## src/rtl/bist_bg_gen.sv

```systemverilog
// SRAM BIST background generator.
// Writes a selectable data background over the whole array in ascending or
// descending address order. It can then read the array back and compare each
// word against the expected background. It reports a sticky error flag, the
// first failing address and the number of failing words.
module bist_bg_gen #(
  parameter int DATA_W = 4,
  parameter int ADDR_W = 8,
  parameter int RD_LAT = 1
) (
  input  logic              clk,
  input  logic              rst_n,
  input  logic              en_in,
  input  logic [1:0]        mode_in,
  input  logic              rev_in,
  input  logic              desc_in,
  input  logic              verify_in,
  input  logic [DATA_W-1:0] rd_data_in,
  output logic [DATA_W-1:0] dat_out,
  output logic [ADDR_W-1:0] addr_out,
  output logic              w_en_out,
  output logic              r_en_out,
  output logic              busy,
  output logic              rst_done,
  output logic              err_out,
  output logic [ADDR_W-1:0] err_addr,
  output logic [ADDR_W:0]   err_cnt
);

  localparam logic [ADDR_W-1:0] ADDR_LAST  = {ADDR_W{1'b1}};
  localparam logic [ADDR_W:0]   ERR_MAX    = {1'b1, {ADDR_W{1'b0}}};
  localparam logic [2:0]        DRAIN_LAST = 3'(RD_LAT - 1);

  typedef enum logic [2:0] {
    S_IDLE,
    S_WRITE,
    S_READ,
    S_DRAIN,
    S_DONE
  } state_t;

  state_t state;

  // Run configuration, captured when a run starts.
  logic [1:0] mode_q;
  logic       rev_q;
  logic       desc_q;
  logic       verify_q;

  logic [2:0] drain_cnt;

  // Address sequencing derived from the captured direction.
  logic [ADDR_W-1:0] addr_first;
  logic [ADDR_W-1:0] addr_last;
  logic [ADDR_W-1:0] addr_next;
  logic [DATA_W-1:0] word_next;
  logic [DATA_W-1:0] word_first;

  // Start-of-run values. These come straight from the inputs because the
  // first write is issued on the same edge that samples the start request.
  logic [ADDR_W-1:0] start_addr;
  logic [DATA_W-1:0] start_word;

  // Compare pipeline. It delays the expected word and address to line up
  // with SRAM read data.
  logic              pipe_vld  [RD_LAT];
  logic [DATA_W-1:0] pipe_exp  [RD_LAT];
  logic [ADDR_W-1:0] pipe_addr [RD_LAT];

  logic              cmp_vld;
  logic [DATA_W-1:0] cmp_exp;
  logic [ADDR_W-1:0] cmp_addr;
  logic              start;

  // Background word for one address, before and after optional inversion.
  function automatic logic [DATA_W-1:0] bg_word(input logic [1:0]        mode,
                                                input logic              rev,
                                                input logic [ADDR_W-1:0] a);
    logic [DATA_W-1:0] w;
    w = '0;
    case (mode)
      2'b00:   w = '0;
      2'b01:   w = '1;
      2'b10: begin
        for (int k = 0; k < DATA_W; k++) begin
          w[k] = ~(k[0] ^ a[0]);
        end
      end
      default: w = {DATA_W{a[0]}};
    endcase
    if (rev) begin
      w = ~w;
    end
    return w;
  endfunction

  // Next address, endpoints and background words for the running pass.
  always_comb begin
    addr_first = desc_q ? ADDR_LAST : '0;
    addr_last  = desc_q ? '0 : ADDR_LAST;
    addr_next  = desc_q ? (addr_out - ADDR_W'(1)) : (addr_out + ADDR_W'(1));
    word_next  = bg_word(mode_q, rev_q, addr_next);
    word_first = bg_word(mode_q, rev_q, addr_first);
    start_addr = desc_in ? ADDR_LAST : '0;
    start_word = bg_word(mode_in, rev_in, start_addr);
    start      = (state == S_IDLE) && en_in;
    cmp_vld    = pipe_vld[RD_LAT-1];
    cmp_exp    = pipe_exp[RD_LAT-1];
    cmp_addr   = pipe_addr[RD_LAT-1];
  end

  // Main sequencer with registered SRAM-side and handshake outputs.
  always_ff @(posedge clk or negedge rst_n) begin
    if (!rst_n) begin
      state     <= S_IDLE;
      mode_q    <= 2'b00;
      rev_q     <= 1'b0;
      desc_q    <= 1'b0;
      verify_q  <= 1'b0;
      drain_cnt <= 3'd0;
      dat_out   <= '0;
      addr_out  <= '0;
      w_en_out  <= 1'b0;
      r_en_out  <= 1'b0;
      busy      <= 1'b0;
      rst_done  <= 1'b0;
    end else begin
      case (state)
        S_IDLE: begin
          dat_out  <= '0;
          addr_out <= '0;
          w_en_out <= 1'b0;
          r_en_out <= 1'b0;
          rst_done <= 1'b0;
          busy     <= 1'b0;
          if (en_in) begin
            mode_q   <= mode_in;
            rev_q    <= rev_in;
            desc_q   <= desc_in;
            verify_q <= verify_in;
            addr_out <= start_addr;
            dat_out  <= start_word;
            w_en_out <= 1'b1;
            busy     <= 1'b1;
            state    <= S_WRITE;
          end
        end

        S_WRITE: begin
          if (addr_out == addr_last) begin
            w_en_out <= 1'b0;
            if (verify_q) begin
              addr_out <= addr_first;
              dat_out  <= word_first;
              r_en_out <= 1'b1;
              state    <= S_READ;
            end else begin
              addr_out <= '0;
              dat_out  <= '0;
              rst_done <= 1'b1;
              state    <= S_DONE;
            end
          end else begin
            addr_out <= addr_next;
            dat_out  <= word_next;
          end
        end

        S_READ: begin
          if (addr_out == addr_last) begin
            r_en_out  <= 1'b0;
            addr_out  <= '0;
            dat_out   <= '0;
            drain_cnt <= 3'd0;
            state     <= S_DRAIN;
          end else begin
            addr_out <= addr_next;
            dat_out  <= word_next;
          end
        end

        S_DRAIN: begin
          if (drain_cnt == DRAIN_LAST) begin
            rst_done <= 1'b1;
            state    <= S_DONE;
          end else begin
            drain_cnt <= drain_cnt + 3'd1;
          end
        end

        S_DONE: begin
          rst_done <= 1'b0;
          busy     <= 1'b0;
          dat_out  <= '0;
          addr_out <= '0;
          state    <= S_IDLE;
        end

        default: begin
          w_en_out <= 1'b0;
          r_en_out <= 1'b0;
          rst_done <= 1'b0;
          busy     <= 1'b0;
          dat_out  <= '0;
          addr_out <= '0;
          state    <= S_IDLE;
        end
      endcase
    end
  end

  // Delay the expected word and address by the SRAM read latency.
  always_ff @(posedge clk or negedge rst_n) begin
    if (!rst_n) begin
      for (int i = 0; i < RD_LAT; i++) begin
        pipe_vld[i]  <= 1'b0;
        pipe_exp[i]  <= '0;
        pipe_addr[i] <= '0;
      end
    end else begin
      pipe_vld[0]  <= r_en_out;
      pipe_exp[0]  <= dat_out;
      pipe_addr[0] <= addr_out;
      for (int i = 1; i < RD_LAT; i++) begin
        pipe_vld[i]  <= pipe_vld[i-1];
        pipe_exp[i]  <= pipe_exp[i-1];
        pipe_addr[i] <= pipe_addr[i-1];
      end
    end
  end

  // Error bookkeeping. Cleared on start; otherwise it keeps the first
  // failing address and counts every failing word.
  always_ff @(posedge clk or negedge rst_n) begin
    if (!rst_n) begin
      err_out  <= 1'b0;
      err_addr <= '0;
      err_cnt  <= '0;
    end else if (start) begin
      err_out  <= 1'b0;
      err_addr <= '0;
      err_cnt  <= '0;
    end else if (cmp_vld && (rd_data_in != cmp_exp)) begin
      if (err_cnt != ERR_MAX) begin
        err_cnt <= err_cnt + 1'b1;
      end
      if (!err_out) begin
        err_out  <= 1'b1;
        err_addr <= cmp_addr;
      end
    end
  end

endmodule
```

## config.mk

```make
export PLATFORM = sky130hd
export DESIGN_NAME = bist_bg_gen
export DESIGN_NICKNAME = d
export VERILOG_FILES = /design/src/rtl/bist_bg_gen.sv
export SDC_FILE = /design/constraint.sdc
export NUM_CORES = 1
export LEC_CHECK = 0
export ABC_AREA = 1
export CORE_MARGIN = 1
export CORE_UTILIZATION = 50
export CTS_CLUSTER_DIAMETER = 150
export DETAILED_ROUTE_END_ITERATION = 6
export MAX_ROUTING_LAYER = met4
export PLACE_DENSITY = 0.83
export SYNTH_ARGS = -nofsm -noshare
export SYNTH_HDL_FRONTEND = slang
export SYNTH_SLANG_ARGS = --single-unit
```

## constraint.sdc

```tcl
create_clock -name clk -period 3.7 [get_ports clk]
set_input_delay 0.37 -clock clk [delete_from_list [all_inputs] [get_ports clk]]
set_output_delay 0.37 -clock clk [all_outputs]
set_load 0.03 [all_outputs]
```

; Word-level counts from Yosys, hierarchy flattened
; Index checks and enable logic that the tools add are counted.
[classes]
addsub = 4
eq_ne = 19
muxes = 48
n_bitwise = 9
reduce_logical = 20
[op_table]
columns = op, n
row1 = 8-bit 2-to-1 mux, 11
row2 = 4-bit one-hot mux with 3 select lines, 3
row3 = 8-bit one-hot mux with 4 select lines, 1
row4 = 4-bit 2-to-1 mux, 7
row5 = 9-bit 2-to-1 mux, 3
row6 = 3-bit 2-to-1 mux, 7
row7 = 4-bit one-hot mux with 4 select lines, 1
row8 = 2-bit inequality test (second input constant), 7
row9 = 4-bit inverter, 3
row10 = 3-bit one-hot mux with 4 select lines, 1
row11 = 4-bit AND reduction, 3
row12 = 9-bit by 1-bit adder with 9-bit output (second input constant), 1
row13 = 1-bit 2-to-1 mux, 9
row14 = 9-bit inequality test (second input constant), 1
row15 = 1-bit one-hot mux with 3 select lines, 3
row16 = 8-bit by 1-bit adder with 8-bit output (second input constant), 1
row17 = 8-bit == test, 1
row18 = 2-bit AND reduction, 4
row19 = 8-bit by 1-bit subtractor with 8-bit output (second input constant), 1
row20 = 3-bit by 2-bit == test with 1-bit output (second input constant), 2
row21 = 3-bit zero test, 2
row22 = 1-bit inverter, 6
row23 = 3-bit one-hot mux with 2 select lines, 1
row24 = 2-bit nonzero test, 3
row25 = other kinds (13), 18
[word_totals]
register_bits = 58
in_bits = 12
output_inout_bits = 34
word_cells = 118

; Longest topological paths before layout
; Gate-level depths: netlist (run 1).
[depth]
ltp_word = 8
depth_mapped = 10
ltp_nobuf = 10

; Worst setup path after synthesis (run 1)
; OpenSTA, ideal clock, no wires.
[synth_timing]
path_type = register -> register
startpoint = register addr_out[4]
endpoint = register drain_cnt[1]
setup_time_ps = 121
t_arrival_ps = 1616
required_time_ps = 3579
path_slack_ps = 1963
path_stages_with_launch = 10
n_path_buf = 0
synth_period_minus_slack_ps = 1737
path_cell_list = dfrtp_1 > ha_1 > nand2_1 > inv_1 > nand2_1 > nor2_4 > nand2_4 > nand2_2 > nand2_1 > a22o_1
[synth_between]
elab_chain_len = 3
[synth_rtl]
columns = item, line
row1 = from (decl), 20  ; output logic [ADDR_W-1:0] addr_out,
row2 = from (signal assigned), 141  ; addr_out <= start_addr;
row3 = from (signal assigned), 153  ; addr_out <= addr_first;
row4 = from (signal assigned), 164  ; addr_out <= addr_next;
row5 = 8-bit == test, 170  ; if (addr_out == addr_last) begin
row6 = 2-bit inequality test (no line), n/a
row7 = 3-bit AND reduction (no line), n/a
row8 = to (signal assigned), 187  ; drain_cnt <= drain_cnt + 3'd1;
row9 = to (decl), 50  ; logic [2:0] drain_cnt;
; Every way passes these cells.
; A chain may end at the register's enable or synchronous reset.

; Worst setup path after layout (run 1)
[layout_timing]
startpoint = register addr_out[0]
endpoint = output addr_out[0]
; No word-level cell between the ends.

==> results of run 1 <==
[synth_stat cells, types with 2 or more instances]
master / number / share of area
nor3_1: 3 / 0.0050
nand2_2: 5 / 0.010
inv_2: 7 / 0.0087
buf_4: 3 / 0.0074
a21oi_1: 6 / 0.0099
nand2_4: 6 / 0.022
nand3_1: 24 / 0.040
ha_1: 10 / 0.041
inv_1: 32 / 0.040
nand4_1: 2 / 0.0041
xnor2_1: 3 / 0.0087
nor2_1: 15 / 0.019
nand2_1: 108 / 0.13
nand3_2: 2 / 0.0066
o21ai_2: 18 / 0.052
nor2_2: 2 / 0.0041
xor2_1: 11 / 0.032
buf_2: 2 / 0.0033
nor2_4: 3 / 0.011
o21ai_1: 2 / 0.0033
o21bai_1: 3 / 0.0074
dfrtp_1: 54 / 0.45
o21ai_0: 12 / 0.020
o211ai_1: 4 / 0.0099
[routing by layer]
metal  share of wire  up-vias  track usage
li1                -     1219            -
met1            0.47     1139        0.308
met2            0.46       76        0.340
met3           0.048       13       0.0400
met4           0.014        0       0.0661
met5               0        -            -
[power breakdown]
| group | internal (uW) | total, uW | switching (uW) | leakage [uW] |
|---|---|---|---|---|
| clock | 151 | 341 | 191 | 0.0000472 |
| sequential | 805 | 1010 | 209 | 0.000696 |
| combinational | 657 | 1730 | 1070 | 0.00102 |
| total | 1610 | 3090 | 1470 | 0.00176 |
[sequential cells by signal (all words and copies together) (netlist names)]
| register | cells |
|---|---|
| cmp_vld | 1 |
| w_en_out | 1 |
| busy | 1 |
| dat_out | 2 |
| err_out | 1 |
| desc_q | 1 |
| mode_q | 2 |
| cmp_addr | 8 |
| cmp_exp | 2 |
| state | 3 |
| drain_cnt | 3 |
| r_en_out | 1 |
| addr_out | 8 |
| verify_q | 1 |
| rst_done | 1 |
| err_cnt | 9 |
| err_addr | 8 |
| rev_q | 1 |
[placed cells by master, fill, tap and decap left out, drive strengths merged]
| cell type | synthesis | final |
|---|---|---|
| clkinv | 0 | 1 |
| buf | 7 | 2 |
| a22oi | 1 | 1 |
| o211ai | 4 | 4 |
| fa | 1 | 1 |
| o31ai | 1 | 1 |
| and2 | 1 | 1 |
| a22o | 1 | 1 |
| dfrtp | 54 | 54 |
| inv | 39 | 39 |
| o21bai | 3 | 3 |
| nor2 | 20 | 20 |
| clkinvlp | 0 | 1 |
| nand4 | 2 | 2 |
| nand2 | 120 | 120 |
| a21oi | 6 | 6 |
| or2 | 2 | 2 |
| nand3 | 26 | 26 |
| clkdlybuf4s50 | 0 | 44 |
| xnor2 | 3 | 3 |
| o21ai | 33 | 33 |
| nor4 | 1 | 1 |
| nand3b | 1 | 1 |
| nor3 | 3 | 3 |
| xor2 | 11 | 11 |
| clkbuf | 0 | 6 |
| a31oi | 2 | 2 |
| ha | 10 | 10 |
[area by class of cell]
class	instances	area [sq um]	area share
clock buffer	6	82.6	0.0229
clock inverter	2	12.5	0.00347
inverter	39	146	0.0406
multi-input combinational	252	1470	0.408
sequential	54	1350	0.375
tap	72	90.1	0.0250
timing repair buffer	46	453	0.126
[worst max path at each step]
| stage | to | slack [ns] | start |
|---|---|---|---|
| 2_1_floorplan | drain_cnt[1] | 1.96 | addr_out[4] |
| 4_1_cts | addr_out[0] | 1.67 | addr_out[0] |
| 5_1_grt | addr_out[7] | 1.50 | desc_q |
| 3_3_place_gp | addr_out[5] | 1.84 | desc_q |
| 3_5_place_dp | addr_out[7] | 1.77 | desc_q |
| 6_report | addr_out[0] | 1.72 | addr_out[0] |
[per-stage QoR]
step	total power (uW)	setup slack, ns	hold slack, ns	instance area, sq um
6_report	3090	1.72	0.127	3610
5_1_grt	3350	1.50	0.175	3610
4_1_cts	3110	1.67	0.153	3610
3_5_place_dp	2760	1.77	0.434	3510
3_3_place_gp	2730	1.84	0.418	3510
2_1_floorplan	2280	1.96	0.0744	3030
[worst register-to-register path, cell delays in order, from the launching register on]
cell and delay [ns]:
dfrtp_1 0.61, ha_1 0.35, or2_2 0.33, nand3_1 0.12, nand2_1 0.06, nand2_1 0.08, nand2_1 0.07, a21oi_1 0.17
nand3_1 0.09
[cells by family (layout without fill, tap and decap cells)]
logic type                 Yosys count  in the layout  share of synthesized area
xor gates and xnor gates            14             14                     0.0404
buffers and inverters               46             93                     0.0693
adders and majority gates           11             11                     0.0479
DFF                                 54             54                      0.446
and+or+nand+nor                    176            176                      0.275
AOI/OAI and AO/OA                   51             51                      0.122
==> run metrics, run 1 <==
status complete, no violations; number of fill cells 474; Final period util 0.536; ys async rst share 1.00; Post-CTS Hold Fix Bufs 0; Top FF cell, synth dfrtp_1; FF-to-FF End addr_out[7]; GRT Total Usage 0.224; Resized cells post-CTS 0; Buffers & Inverters on Critical Path 1; die area 6380 sq um; Max Root-Sink Buffers 2; H-tree Lvls 2; Std-Cell Core Area 5680 sq um; Slew @ Worst Pin 0.781 ns; # rows 27; Gate Count Post-Synth 352; share of layout cells above drive strength 1 0.145; Mapped Area 3030 sq um; critical path class register to output pin; unrepaired setup endpoints after global routing false; Pre-antenna DRT Iters 4; height of the die 79.9 um; Max Freq 504 MHz; CP startpoint kind register; Avg Cell Area, Syn 8.61 sq um; flop2flop setup slack 1.72 ns; post-route insts no fill 471; GP Congestion 0.887; CTS tree done; Worst-path clk slew 0.09 ns; port bufs 45; Fin. Hold Viols 0; DR vias/cell 5.20; sequential cell area fraction in the yosys report 0.446; slowest CP cell clkdlybuf4s50_1; Worst path depth 1; CTS root buffer clkbuf_8; CP peak stage delay 0.74 ns; placed cell count 463; fin util 0.635; CP top delay family buffers and inverters; final worst clock skew 0.00795 ns; clk_lat worst skew 0.31 ns; slew margin rel. 0.479; first-pass GRT wire length 10,700 um; Post-synth EDFFs 0; Max-Cap Viols 0; CP Data Required Time 3.33 ns; Yosys warning total 0; vias in the first global route 2,298; Avg WL per Cell 13.3 um; Setup Fix Bufs, Post-CTS 0; synth unique cells 39; Leak Pwr 0.00176 uW; P&R area growth vs syn 18.9%; Max rail drop VDD 0.412 mV; starting DRC count in detailed routing 229; GRT Residual Overflow 0; synthesized net count 375; ANT nets after route 0; FF-to-FF Start desc_q; Tmin final 1.98 ns; I/O pin count 46; TritonCTS buffer count 5; Die X 79.9 um; Worst EP arrival 1.61 ns; Post-DP HPWL 4720 um; residual DRC count 0; reg2reg path depth 8; Final nets 421; Worst Path Max Fanout 8; Setup TNS Final 0 ns; # clock sinks 54; Max Slew Vio Count 0; Initial Util 0.534; largest net degree at the start of global routing 35; Seq cells post-synth 54; Antenna diodes 0; Crit. End Element output pin; drt total wl 6290 um; critical-path cell list clkdlybuf4s50_1; HP Class primary input to asynchronous set/reset pin; Power Density 856 nW/um^2; initial antenna violation count 0; via count 2,447; final setup fails 0
Power figures use the tool's default switching activity.
==> inputs of run 2 (changes only) <==
Clock period 3.7 ns to 1.9 ns, I/O delays scaled along.
==> run metrics, run 2 (synthesis results as in run 1) <==
status complete, no violations; Antenna diodes 0; height of the die 79.9 um; Worst EP arrival 1.98 ns; Final nets 431; Pre-antenna DRT Iters 4; Net Sw Frac 0.465; Setup WS pre-CTS 0.0836 ns; Internal 3420 uW; Initial Util 0.534; share of layout cells above drive strength 1 0.174; worst hold slack 0.398 ns; Slew @ Worst Pin 0.582 ns; clk_lat worst skew 0.31 ns; fin util 0.661; TritonCTS buffer count 5; unrepaired setup endpoints after global routing false; CTS tree done; GRT Total Usage 0.224; Max Root-Sink Buffers 2; Final WS setup 0.108 ns; I/O pin count 46; CTS root buffer clkbuf_8; HP Class primary input to asynchronous set/reset pin; commonest non-fill, non-tap cell in the layout nand2_1; Max-Cap Viols 0; Worst Path Max Fanout 7; Power Density 1700 nW/um^2; Max Slew Vio Count 0; slew margin rel. 0.612; GRT Residual Overflow 0; Max rail drop VDD 0.913 mV; Setup TNS Final 0 ns; combinational share of power 0.573; initial antenna violation count 0; first-pass GRT wire length 10,700 um; port bufs 45; clock group share of total power 0.121; Post-DP HPWL 4950 um; Crit. End Element register; P&R area growth vs syn 23.8%; critical path class register to register; CP peak stage delay 0.51 ns; CP Data Required Time 2.08 ns; final instance area 3750 sq um; Fin. Hold Viols 0; Largest Register err_cnt; residual DRC count 0; CP startpoint kind register; slowest CP cell dfrtp_2; Leak Pwr 0.00181 uW; Max Freq 558 MHz; vias in the first global route 2,293; ANT nets after route 0; H-tree Lvls 2; Avg WL per Cell 13.6 um; NetSw 2970 uW; Worst-path clk slew 0.10 ns; GP Congestion 0.869; largest net degree at the start of global routing 33; most frequent cells in the layout 108 x nand2_1, 53 x dfrtp_1, 44 x clkdlybuf4s50_1; # clock sinks 54; via count 2,502; die area 6380 sq um; Std-Cell Core Area 5680 sq um; flip-flop count of the largest register after layout 9; Final period util 0.943; DR vias/cell 5.20; final setup fails 0; # rows 27; drt total wl 6530 um; cell area after placement 3580 sq um; Die X 79.9 um; starting DRC count in detailed routing 228; Tmin final 1.79 ns; critical-path cell list buf_4, buf_4, fa_1, nand2_1, a21oi_1, nor2_1, nand2_1, nand3_1, nand3_1; Seq pwr share 0.306; final worst clock skew 0.00570 ns; number of fill cells 465
run 2: changes by cell type in the layout (fill, tap and decap cells not counted):
cell           before  now
a21oi_1             6    5
a21oi_2             0    1
buf_12              0    1
buf_4               1    9
bufinv_16           0    1
clkbuf_1            0    1
clkbuf_8            6    5
clkinv_2            1    0
dfrtp_1            54   53
dfrtp_2             0    1
dlygate4sd3_1       0    1
ha_1               10    7
ha_4                0    3
run 2: critical path, delay by kind of cell, from the launching register on:
family | cells | cell delay [ns]
buffers and inverters | 2 | 0.31
and+or+nand+nor | 5 | 0.37
AOI/OAI and AO/OA | 1 | 0.08
DFF | 1 | 0.51
adders and majority gates | 1 | 0.39
run 2: final cells by class:
class,count,area (sq um),share of cell area
inverter,39,146,0.0390
tap,72,90.1,0.0240
multi-input combinational,252,1510,0.403
clock buffer,6,72.6,0.0193
timing repair buffer,56,543,0.145
sequential,54,1350,0.360
clock inverter,2,37.5,0.0100
run 2: metal layers:
layer,global-route usage,part of all wire,vias up
li1,-,-,1244
met1,0.309,0.48,1198
met2,0.348,0.47,53
met3,0.0320,0.036,7
met4,0.0571,0.0099,0
met5,-,0,-
run 2: through the flow:
step                      instances  power (uW)
final                           481        6390
after global placement          471        5430
after floorplan                 352        4430
after detailed placement        471        5490
after CTS                       480        6290
after global routing            481        6860
run 2: path summary, 6_finish.rpt:
check                               start          end  slack, ns  depth (start not counted)
worst max-delay path               desc_q  addr_out[6]       0.11                          9
worst min-delay path                rst_n   err_cnt[0]       0.40                          2
worst max register to register     desc_q  addr_out[6]       0.11                          9
worst min register to register   r_en_out      cmp_vld       0.44                          0
max in group asynchronous           rst_n       desc_q       0.92                          3
min in group clk                verify_in     verify_q       0.43                          3
run 2: power groups by stage:
| stage | sequential, uW | combinational [uW] | clock [uW] |
|---|---|---|---|
| after global placement | 1930 | 3490 | 0 |
| final | 1950 | 3660 | 772 |
| after detailed placement | 1940 | 3550 | 0 |
| after CTS | 1920 | 3570 | 795 |
| after global routing | 2010 | 4020 | 836 |
| after floorplan | 2350 | 2090 | 0 |
run 2: timing repair:
item / CTS / global route
endpoints found under the hold margin: 22 / 0
endpoints found under the setup margin: 0 / 12
hold buffers: 1 / 0
setup buffers: 0 / 1
gates resized for setup: 0 / 5
